[src/rtl/redun_mont_pkg.sv]
// Shared types for the redundant-form Montgomery datapath and its egress converter.
// Word 0 of a residue is the least-significant word.
package redun_mont_pkg;

  localparam int unsigned NUM_WRDS = 4;
  localparam int unsigned WRD_BITS = 8;

  // Each word carries WRD_BITS payload bits plus one overlapping carry bit.
  typedef logic [NUM_WRDS-1:0][WRD_BITS:0] redun0_t;

  typedef enum logic [3:0] {
    StIdle  = 4'b0001,
    StCarry = 4'b0010,
    StSub   = 4'b0100,
    StOut   = 4'b1000
  } redun_to_bin_state_t;

  typedef enum logic {
    OpAdd = 1'b0,
    OpSub = 1'b1
  } addsub_op_e;

endpackage

[src/rtl/word_serial_addsub.sv]
// One word slice of a serial adder/subtractor; the carry (0..2) or borrow (0..1) is held
// between words. The two bits above the word are exposed so the caller can form top bits.
module word_serial_addsub
  import redun_mont_pkg::*;
#(
  parameter int unsigned Width = WRD_BITS
) (
  input  logic             clk_i,
  input  logic             rst_ni,
  input  logic             en_i,
  input  logic             clr_i,
  input  addsub_op_e       op_i,
  input  logic [Width+1:0] a_i,
  input  logic [Width-1:0] b_i,
  output logic [Width-1:0] res_o,
  output logic [1:0]       hi_o,
  output logic             neg_o
);

  logic [1:0]       c_q, c_d;
  logic [Width+2:0] sum;

  always_comb begin
    sum   = '0;
    neg_o = 1'b0;
    c_d   = c_q;
    if (op_i == OpAdd) begin
      sum = {1'b0, a_i} + {{(Width + 1){1'b0}}, c_q};
      c_d = sum[Width+1:Width];
    end else begin
      sum   = {1'b0, a_i} - {3'b000, b_i} - {{(Width + 2){1'b0}}, c_q[0]};
      neg_o = sum[Width+2];
      c_d   = {1'b0, neg_o};
    end
    res_o = sum[Width-1:0];
    hi_o  = sum[Width+1:Width];
  end

  always_ff @(posedge clk_i) begin
    if (!rst_ni) begin
      c_q <= '0;
    end else if (clr_i) begin
      c_q <= '0;
    end else if (en_i) begin
      c_q <= c_d;
    end
  end

endmodule

[src/rtl/redun_to_bin.sv]
// Egress converter: resolves redundant carries word-serially, then subtracts the modulus
// pass by pass until the value is canonical, and presents it on a valid/ready handshake.
module redun_to_bin
  import redun_mont_pkg::*;
#(
  parameter int unsigned MAX_SUB_PASSES = 4
) (
  input  logic                         i_clk,
  input  logic                         i_rst_n,
  input  redun0_t                      i_dat,
  input  logic                         i_val,
  output logic                         o_rdy,
  input  logic [NUM_WRDS*WRD_BITS-1:0] i_mod,
  output logic [NUM_WRDS*WRD_BITS-1:0] o_dat,
  output logic                         o_val,
  input  logic                         i_rdy,
  output logic                         o_err
);

  localparam int N     = NUM_WRDS;
  localparam int W     = WRD_BITS;
  localparam int IdxW  = (N > 1) ? $clog2(N) : 1;
  localparam int PassW = $clog2(MAX_SUB_PASSES + 1);

  redun_to_bin_state_t state_q, state_d;

  logic [IdxW-1:0]          idx_q, idx_d;
  logic [PassW-1:0]         passes_q, passes_d;
  redun0_t                  x_q, x_d, x_rot, x_car;
  logic [N-1:0][W-1:0]      m_q, m_d, m_rot, x_out;
  logic [N-2:0][W-1:0]      d_q, d_d, d_shift;
  logic [1:0]               xt_q, xt_d;
  logic                     o_rdy_q, o_rdy_d, o_val_q, o_val_d, o_err_q, o_err_d;
  logic [N*W-1:0]           o_dat_q, o_dat_d;

  logic                     idx_last, accept;
  logic                     au_en, au_clr, au_neg;
  addsub_op_e               au_op;
  logic [W+1:0]             au_a;
  logic [W-1:0]             au_b, au_res;
  logic [1:0]               au_hi;

  assign idx_last = (idx_q == IdxW'(N - 1));
  assign accept   = (state_q == StIdle) && i_val && o_rdy_q;

  // Operands are always taken from word 0 of the rotating stores.
  always_comb begin
    au_en  = (state_q == StCarry) || (state_q == StSub);
    au_clr = accept || (au_en && idx_last);
    au_op  = (state_q == StSub) ? OpSub : OpAdd;
    au_a   = {1'b0, x_q[0]};
    au_b   = '0;
    if (state_q == StSub) begin
      au_a = {(idx_last ? xt_q : 2'b00), x_q[0][W-1:0]};
      au_b = m_q[0];
    end
  end

  word_serial_addsub #(
    .Width(W)
  ) u_addsub (
    .clk_i (i_clk),
    .rst_ni(i_rst_n),
    .en_i  (au_en),
    .clr_i (au_clr),
    .op_i  (au_op),
    .a_i   (au_a),
    .b_i   (au_b),
    .res_o (au_res),
    .hi_o  (au_hi),
    .neg_o (au_neg)
  );

  always_comb begin
    for (int i = 0; i < N - 1; i++) begin
      x_rot[i] = x_q[i+1];
      x_car[i] = x_q[i+1];
      m_rot[i] = m_q[i+1];
    end
    x_rot[N-1] = x_q[0];
    x_car[N-1] = {1'b0, au_res};
    m_rot[N-1] = m_q[0];

    for (int i = 0; i < N - 2; i++) begin
      d_shift[i] = d_q[i+1];
    end
    d_shift[N-2] = au_res;

    // End-of-pass value: unchanged x on borrow, otherwise the fresh difference.
    for (int i = 0; i < N - 1; i++) begin
      x_out[i] = au_neg ? x_q[i+1][W-1:0] : d_q[i];
    end
    x_out[N-1] = au_neg ? x_q[0][W-1:0] : au_res;
  end

  always_comb begin
    state_d  = state_q;
    idx_d    = idx_q;
    passes_d = passes_q;
    x_d      = x_q;
    m_d      = m_q;
    d_d      = d_q;
    xt_d     = xt_q;
    o_rdy_d  = o_rdy_q;
    o_val_d  = o_val_q;
    o_err_d  = o_err_q;
    o_dat_d  = o_dat_q;

    unique case (state_q)
      StIdle: begin
        o_rdy_d = 1'b1;
        if (accept) begin
          o_rdy_d  = 1'b0;
          x_d      = i_dat;
          m_d      = i_mod;
          idx_d    = '0;
          passes_d = '0;
          xt_d     = '0;
          o_err_d  = 1'b0;
          state_d  = StCarry;
        end
      end
      StCarry: begin
        x_d = x_car;
        if (idx_last) begin
          idx_d   = '0;
          xt_d    = au_hi;
          state_d = StSub;
        end else begin
          idx_d = idx_q + 1'b1;
        end
      end
      StSub: begin
        m_d = m_rot;
        if (!idx_last) begin
          x_d   = x_rot;
          d_d   = d_shift;
          idx_d = idx_q + 1'b1;
        end else begin
          idx_d = '0;
          for (int i = 0; i < N; i++) begin
            x_d[i] = {1'b0, x_out[i]};
          end
          if (au_neg) begin
            o_val_d = 1'b1;
            o_dat_d = x_out;
            state_d = StOut;
          end else begin
            xt_d     = au_hi;
            passes_d = passes_q + 1'b1;
            if (passes_q == PassW'(MAX_SUB_PASSES - 1)) begin
              o_err_d = 1'b1;
              o_val_d = 1'b1;
              o_dat_d = x_out;
              state_d = StOut;
            end
          end
        end
      end
      StOut: begin
        if (i_rdy) begin
          o_val_d = 1'b0;
          o_rdy_d = 1'b1;
          state_d = StIdle;
        end
      end
      default: state_d = StIdle;
    endcase
  end

  always_ff @(posedge i_clk) begin
    if (!i_rst_n) begin
      state_q  <= StIdle;
      idx_q    <= '0;
      passes_q <= '0;
      x_q      <= '0;
      m_q      <= '0;
      d_q      <= '0;
      xt_q     <= '0;
      o_rdy_q  <= 1'b0;
      o_val_q  <= 1'b0;
      o_err_q  <= 1'b0;
      o_dat_q  <= '0;
    end else begin
      state_q  <= state_d;
      idx_q    <= idx_d;
      passes_q <= passes_d;
      x_q      <= x_d;
      m_q      <= m_d;
      d_q      <= d_d;
      xt_q     <= xt_d;
      o_rdy_q  <= o_rdy_d;
      o_val_q  <= o_val_d;
      o_err_q  <= o_err_d;
      o_dat_q  <= o_dat_d;
    end
  end

  assign o_rdy = o_rdy_q;
  assign o_val = o_val_q;
  assign o_err = o_err_q;
  assign o_dat = o_dat_q;

endmodule

[config.mk]
export PLATFORM = sky130hd
export DESIGN_NAME = redun_to_bin
export DESIGN_NICKNAME = d
export VERILOG_FILES = /design/src/rtl/redun_mont_pkg.sv /design/src/rtl/word_serial_addsub.sv /design/src/rtl/redun_to_bin.sv
export SDC_FILE = /design/constraint.sdc
export NUM_CORES = 1
export LEC_CHECK = 0
export CAP_MARGIN = 10
export CORE_ASPECT_RATIO = 1.2
export CORE_MARGIN = 2
export CORE_UTILIZATION = 40
export CTS_CLUSTER_SIZE = 28
export DETAILED_ROUTE_END_ITERATION = 12
export PLACE_DENSITY_LB_ADDON = 0.3
export SLEW_MARGIN = 30
export SYNTH_ARGS = -nofsm -noshare
export SYNTH_HDL_FRONTEND = slang
export SYNTH_HIERARCHICAL = 1
export SYNTH_SLANG_ARGS = --single-unit
[constraint.sdc]
create_clock -name i_clk -period 14.6 [get_ports i_clk]
set_clock_uncertainty 0.1 [all_clocks]
set_input_delay 4.38 -clock i_clk [delete_from_list [all_inputs] [get_ports i_clk]]
set_output_delay 4.38 -clock i_clk [all_outputs]
set_load 0.01 [all_outputs]
==> key figures, run 1 <==
Drt
  – Routed Antenna Nets: 0
  – First DRT Iteration DRCs: 524
  – Vias: 6605
  – Drt drc: 0
  – DR pass1 iterations: 9
  – Routed wire per std cell: 17.0 um
  – DRT Wirelength: 20.0 mm
  – Vias/cell: 5.61

Synthesis
  – Post-Synth XOR/XNOR Area: 1.06%
  – Synth top area share: 37.7%
  – Syn nets: 976
  – Number of flops mapped to enable cells by yosys: 0
  – Compound-gate portion of the synthesized area: 25.0%
  – Synth warn: 6
  – Post-Synthesis Cells: 881
  – Post-synthesis sequential area ratio: 37.7%
  – Yosys reg bits: 140
  – Area of the mapped netlist: 7440 um2
  – Top cells by area, synth: dfxtp_1, nand2_1, o21ai_0, mux2i_1, a31oi_1
  – Adder-cell share of the synthesized area: 4.17%
  – Simple-gate share of the synthesized area: 17.1%
  – Dominant cell type by area after synthesis: dfxtp_1
  – Combinational family with the most area after synthesis: compound AO/OA/AOI/OAI gates
  – Syn Area/Cell: 8.44 um2
  – Most used DFF post-synth: dfxtp_1
  – Async set-or-reset flop fraction in the synthesized netlist: 0%
  – Yosys cell types: 69
  – Mux cell area share after synthesis: 8.61%

Hold path
  – Hold Crit Depth: 2
  – Hold Startpoint: d_q[2]
  – Hold EP: d_q[2]
  – HP Class: reg2reg

CTS
  – Clock Path Buffers: 2
  – CTS tree: done
  – Num CTS Buffers: 17
  – # resized after CTS: 0
  – Clock-pin slew on the worst setup and hold paths: 60 ps
  – H-Tree Depth: 4
  – Root Buffer: clkbuf_16
  – Clk sink count: 140
  – Hold buffers post-CTS: 0
  – Worst skew pair latency: 420 ps
  – Postcts setup bufs: 0

Critical path
  – Critical path buffers and inverters: 5
  – Worst Reg-to-Reg Cells: 16
  – Worst flop-to-flop path startpoint: state_q[2]
  – Reg2reg setup slack: 8440 ps
  – Crit-path cells: or4b_2 > buf_4 > clkinv_2 > and2_1 > inv_1 > fa_1 > fa_1 > nand2b_4 > a2111oi_2 > o31ai_1 > inv_1 > buf_4 > nand2b_1 > mux2_2 > a222oi_1 > a21oi_1
  – Critical path class: reg2reg
  – Crit-path slowest cell: dfxtp_1
  – CP Data Arrival Time: 6330 ps
  – CP delay by family, top: buffers and inverters
  – CP peak stage delay: 630 ps
  – Startpoint Class: flip-flop
  – CP Capture Type: flip-flop
  – Worst endpoint required time: 14770 ps
  – Worst R2R End: x_car[23]
  – Instance count on the critical path: 16
  – Critical Path Fanout Max: 69

Run
  – # Max-Cap Violations: 0

Timing
  – Max Fclk: 162 MHz
  – Final hold violation count: 0
  – Fin crit period: 6160 ps
  – RSZ-0062 raised after global routing: false
  – Actual slew at the worst max-slew pin: 808 ps
  – Slew HR: 46.1%
  – Crit share post-route: 42.2%
  – TNS Setup: 0 ps
  – Count of pins over their slew limit: 0
  – Setup-failing EPs final: 0

GRT
  – Vias in the first global route: 6143
  – Most Crowded Layer GR: met2
  – GR Util met3: 3.99%
  – Number of antenna violations at the first check in global routing: 0
  – Grt met2 use: 35.5%
  – GRT Overall Usage: 20.6%
  – First-pass GRT wire length: 32.2 mm
  – GR met1 Demand/Resource: 25.8%
  – Largest net degree at the start of global routing: 91
  – Grt ovf: 0

Floorplan
  – Die Span Y: 153 um
  – Die area: 19700 um2
  – Initial Util: 40.9%
  – Io pins: 107
  – Die width: 128 um
  – Core area: 18200 um2
  – Site Rows: 54

Placement
  – Post-DP HPWL: 13.4 mm
  – GPL Wtd Cong: 0.805
  – I/O Buffers: 106
  – Number of cells after detailed placement: 1146

Cells and area
  – Layout cell share with drive strength beyond 1: 9.54%
  – Post-Layout Cell Count: 1178
  – Area Growth Syn to Fin: 22.8%
  – Antenna diode instance count: 0
  – FF/Latch Area: 2800 um2
  – Util after Layout: 50.3%
  – Fin nets: 1036
  – Fill count: 1699
  – Area of the multi-input gates: 4180 um2

Outcome
  – Status: complete, no violations

Power
  – Static leakage: 3.43 nW
  – P per Cell Area: 111 nW/um2
  – VDD IR max: 76.1 uV
==> how the worst max path moves through the flow <==
stage	from	end	slack, ps
2_1_floorplan	i_val	u_addsub/c_q[1]	8820
3_3_place_gp	i_val	m_q[8]	8150
4_1_cts	state_q[2]	x_car[23]	8460
3_5_place_dp	i_val	x_car[9]	8160
5_1_grt	state_q[2]	x_car[20]	8080
6_report	state_q[2]	x_car[23]	8440
==> worst min-delay path: cells and delay by family (launching register included) <==
family	cells	cell delay [ps]
flops	1	300
simple gates	1	50
compound gates	1	50
==> logic make-up (layout without fill, tap and decap cells) <==
kind of cell	Yosys count	count (layout)
xor gates and xnor gates	9	9
buffers and inverters	108	181
DFF	140	140
AOI/OAI and AO/OA	267	267
adders and majority gates	23	23
muxes	61	61
and+or+nand+nor	273	273
==> metrics by stage <==
stage | hold WS [ps] | total power, mW | setup slack, ps | instance area (um2)
2_1_floorplan | 333 | 0.516 | 8820 | 7440
3_3_place_gp | 340 | 0.564 | 8150 | 8500
3_5_place_dp | 346 | 0.566 | 8160 | 8510
4_1_cts | 355 | 1.02 | 8460 | 9130
5_1_grt | 373 | 1.05 | 8080 | 9140
6_report | 353 | 1.01 | 8440 | 9140
==> flip-flops by register name (all words and copies together), names as in the netlist, 2 cells and up <==
| register | flops |
|---|---|
| d_q | 24 |
| idx_q | 2 |
| m_q | 32 |
| o_dat | 32 |
| passes_q | 3 |
| state_q | 4 |
| u_addsub/c_q | 2 |
| x_car | 27 |
| x_q | 9 |
| xt_q | 2 |
==> synthesized netlist by cell type, types with 3 or more instances <==
cell type    n
mux2_2      23
ha_1        20
nand3b_1     3
buf_2       14
a21boi_0    19
nand3_1     17
a31oi_1     48
a21o_1       3
nand2b_1     8
and2_1       9
o31ai_1      3
fa_1         3
o211a_1     19
o21a_1       4
o2111ai_1    3
buf_6        5
nor2b_1     20
dfxtp_1    140
nor3_1       5
a21boi_1     8
o21ai_0     76
mux2i_1     37
a21oi_1     21
buf_4        3
o221a_2      9
a22oi_1     19
and3_1       5
a222oi_1     7
xnor2_1      7
a22o_1       9
nor2_1      18
clkbuf_1    48
inv_1       34
nand2_1    167
==> report_power, final <==
| part | switching [mW] | internal, mW | leakage, nW |
|---|---|---|---|
| sequential | 0.0237 | 0.403 | 1.14 |
| combinational | 0.0706 | 0.0628 | 2.00 |
| clock | 0.178 | 0.277 | 0.298 |
==> per-layer routing <==
metal,routed length [um],part of all wire (%)
met5,0,0
met4,403,2.0
met3,992,4.9
met2,9980,50
met1,8660,43
==> layout make-up <==
| cell class | count | share of cell area (%) |
|---|---|---|
| sequential | 140 | 30.7 |
| tap | 224 | 3.07 |
| multi-input combinational | 633 | 45.7 |
| timing repair buffer | 114 | 12.2 |
| clock buffer | 18 | 4.81 |
| clock inverter | 14 | 2.01 |
| inverter | 35 | 1.45 |
==> cell usage in the layout (no fill, tap or decap), types with 3 or more instances in the layout <==
cell type / Yosys / final
o221a_2: 9 / 9
o2111ai_1: 3 / 3
clkdlybuf4s50_1: 0 / 105
nor2b_1: 20 / 19
fa_1: 3 / 3
a22o_1: 9 / 9
inv_6: 0 / 4
nor2_1: 18 / 18
dfxtp_1: 140 / 140
buf_4: 3 / 9
a222oi_1: 7 / 7
inv_1: 34 / 34
nor3_1: 5 / 5
nand2_1: 167 / 167
and2_1: 9 / 9
o31ai_1: 3 / 3
bufinv_16: 0 / 3
clkinv_4: 0 / 5
clkbuf_16: 0 / 17
xnor2_1: 7 / 7
a21boi_1: 8 / 8
o21ai_0: 76 / 76
nand3b_1: 3 / 3
a21boi_0: 19 / 19
mux2i_1: 37 / 37
ha_1: 20 / 20
and3_1: 5 / 5
a31oi_1: 48 / 48
nand3_1: 17 / 17
a22oi_1: 19 / 19
a21oi_1: 21 / 21
o211a_1: 19 / 18
mux2_2: 23 / 23
nand2b_1: 8 / 7
o21a_1: 4 / 3
a21o_1: 3 / 3
(Power assumes the default switching activity.)
==> run 2, diff against run 1 <==
- clock period: 14.6 -> 6.25 ns (I/O delays scaled with it)
==> run 2 against run 1 <==
  * Register-to-register slack got worse by 7300 ps
  * Sequential share of layout area rose by 0.067 points
  * Count of clock-buffer cells in the layout fell by 1
  * Sequential cell count did not move
  * Routed wire length rose by 2.9%
  * Core utilization fell by 0.11 points
  * Sequential power rose by 130%
  * Die area did not move
  * Global-route usage rose by 0.28 points
  * Critical path type unchanged
  * Highest routed layer unchanged
==> key figures, run 2 (same netlist as run 1, synthesis figures left out) <==
Floorplan
  – Initial Util: 40.9% (unchanged)
  – Io pins: 107 (unchanged)
  – Die width: 128 um (unchanged)
  – Die Span Y: 153 um (unchanged)
  – Site Rows: 54 (unchanged)
  – Core area: 18200 um2 (unchanged)
  – Die area: 19700 um2 (unchanged)

Cells and area
  – Commonest non-fill, non-tap cell in the layout: nand2_1
  – Commonest cells after routing, fill and taps aside: nand2_1, dfxtp_1, clkdlybuf4s50_1
  – Antenna diode instance count: 0 (unchanged)
  – Fill count: 1723 (+1.4%)
  – Layout cell share with drive strength beyond 1: 9.44% (-0.095 points)
  – Final Cell Area: 9120 um2 (-0.22%)
  – Fin nets: 1035 (-0.097%)
  – Post-Layout Cell Count: 1177 (-0.085%)
  – Util after Layout: 50.2% (-0.11 points)
  – Area Growth Syn to Fin: 22.6%

Timing
  – Final WS setup: 1120 ps (-7320 ps)
  – Final hold violation count: 0 (unchanged)
  – Max Fclk: 195 MHz (+20%)
  – Crit share post-route: 82.0% (+40 points)
  – Setup-failing EPs final: 0 (unchanged)
  – RSZ-0062 raised after global routing: false
  – TNS Setup: 0 ps (unchanged)
  – Slew HR: 43.6% (-2.6 points)
  – Count of pins over their slew limit: 0 (unchanged)
  – Actual slew at the worst max-slew pin: 847 ps (+38.6 ps)
  – Fin crit period: 5130 ps (-1030 ps)

Power
  – Static leakage: 3.43 nW (-0.22%)
  – P per Cell Area: 256 nW/um2 (+130%)
  – VDD IR max: 199 uV (+160%)

CTS
  – Clock Path Buffers: 2 (unchanged)
  – Clock-pin slew on the worst setup and hold paths: 70 ps (about the same)
  – Hold buffers post-CTS: 0 (unchanged)
  – CTS tree: done
  – Num CTS Buffers: 17 (unchanged)
  – Postcts setup bufs: 0 (unchanged)
  – Root Buffer: clkbuf_16
  – Clk sink count: 140 (unchanged)
  – H-Tree Depth: 4 (unchanged)
  – # resized after CTS: 0 (unchanged)
  – Worst skew pair latency: 440 ps (+20 ps)

Critical path
  – CP Capture Type: flip-flop
  – Startpoint Class: flip-flop
  – Worst Reg-to-Reg Cells: 14 (-2)
  – Critical Path Fanout Max: 43 (-38%)
  – Critical path class: reg2reg
  – Crit-path slowest cell: or4b_2
  – Worst endpoint required time: 6440 ps (-8330 ps)
  – CP Data Arrival Time: 5310 ps (-1020 ps)
  – CP peak stage delay: 660 ps (+30 ps)
  – Crit-path cells: or4b_2 > clkinv_2 > and2_1 > inv_1 > fa_1 > fa_1 > nand2b_4 > a2111oi_2 > o31ai_1 > inv_1 > nand2b_1 > mux2_2 > a222oi_1 > a21oi_1

Placement
  – Number of cells after detailed placement: 1145 (-0.087%)
  – I/O Buffers: 106 (unchanged)
  – GPL Wtd Cong: 0.839 (+4.1%)
  – Post-DP HPWL: 14.0 mm (+4.3%)
  – Area of placed instances: 8520 um2 (+0.15%)
  – Place WS: 1160 ps (-7010 ps)

Outcome
  – Status: complete, no violations

Hold path
  – HP Class: reg2reg
  – Hold Crit Depth: 2 (unchanged)

GRT
  – GRT Overall Usage: 20.9% (+0.28 points)
  – Grt ovf: 0 (unchanged)
  – Vias in the first global route: 6263 (+2.0%)
  – Number of antenna violations at the first check in global routing: 0 (unchanged)
  – Largest net degree at the start of global routing: 92 (+1.1%)
  – First-pass GRT wire length: 32.4 mm (+0.73%)

Drt
  – Routed wire per std cell: 17.5 um (+3.0%)
  – Vias: 6657 (+0.79%)
  – DRT Wirelength: 20.6 mm (+2.9%)
  – First DRT Iteration DRCs: 604 (+15%)
  – Vias/cell: 5.66 (+0.87%)
  – Routed Antenna Nets: 0 (unchanged)
  – DR pass1 iterations: 5 (-4)
  – Drt drc: 0 (unchanged)

Run
  – # Max-Cap Violations: 0 (unchanged)
## run 2: changes by cell type in the layout (fill, tap and decap cells not counted), sizes merged
cell,change
bufinv,-2
inv,+7
buf,-1
clkinv,-2
clkbuf,-1
clkinvlp,-2
## run 2: critical path: cells and delay by family (launching register included)
kind                       cells  cell delay [ps]
AOI/OAI and AO/OA              4             1060
DFF                            1              600
buffers and inverters          3              590
muxes                          1              380
adders and majority gates      2              840
and+or+nand+nor                4             1390
## run 2: path summary, 6_finish.rpt
kind | start | end | slack, ps
max | state_q[2] | x_car[18] | 1120
min | d_q[5] | d_q[5] | 350
max reg2reg | state_q[2] | x_car[18] | 1120
min reg2reg | d_q[5] | d_q[5] | 350
## run 2: cell type report
| cell class | count | area, um2 | area share (%) |
|---|---|---|---|
| repair buffers | 113 | 1120 | 12.3 |
| inverters | 35 | 133 | 1.45 |
| flip-flops and latches | 140 | 2800 | 30.7 |
| well taps | 224 | 280 | 3.07 |
| multi-input cells | 633 | 4180 | 45.9 |
| clock inverters | 15 | 168 | 1.84 |
| clock buffers | 17 | 425 | 4.67 |
## run 2: power by group
group	switching [mW]	internal (mW)	leakage [nW]
clock network	0.456	0.570	0.293
logic	0.165	0.147	2.00
registers	0.0592	0.940	1.14
total	0.680	1.66	3.43
## run 2: stage by stage
step / power (mW) / hold WS, ps
2_1_floorplan: 1.20 / 333
3_3_place_gp: 1.32 / 340
3_5_place_dp: 1.33 / 343
4_1_cts: 2.35 / 353
5_1_grt: 2.42 / 373
6_report: 2.34 / 350
## run 2: layer usage
metal	track usage, %	share of wire (%)
met5	0	0
met3	5.08	4.7
met2	35.8	50
met4	6.91	2.2
met1	25.4	43
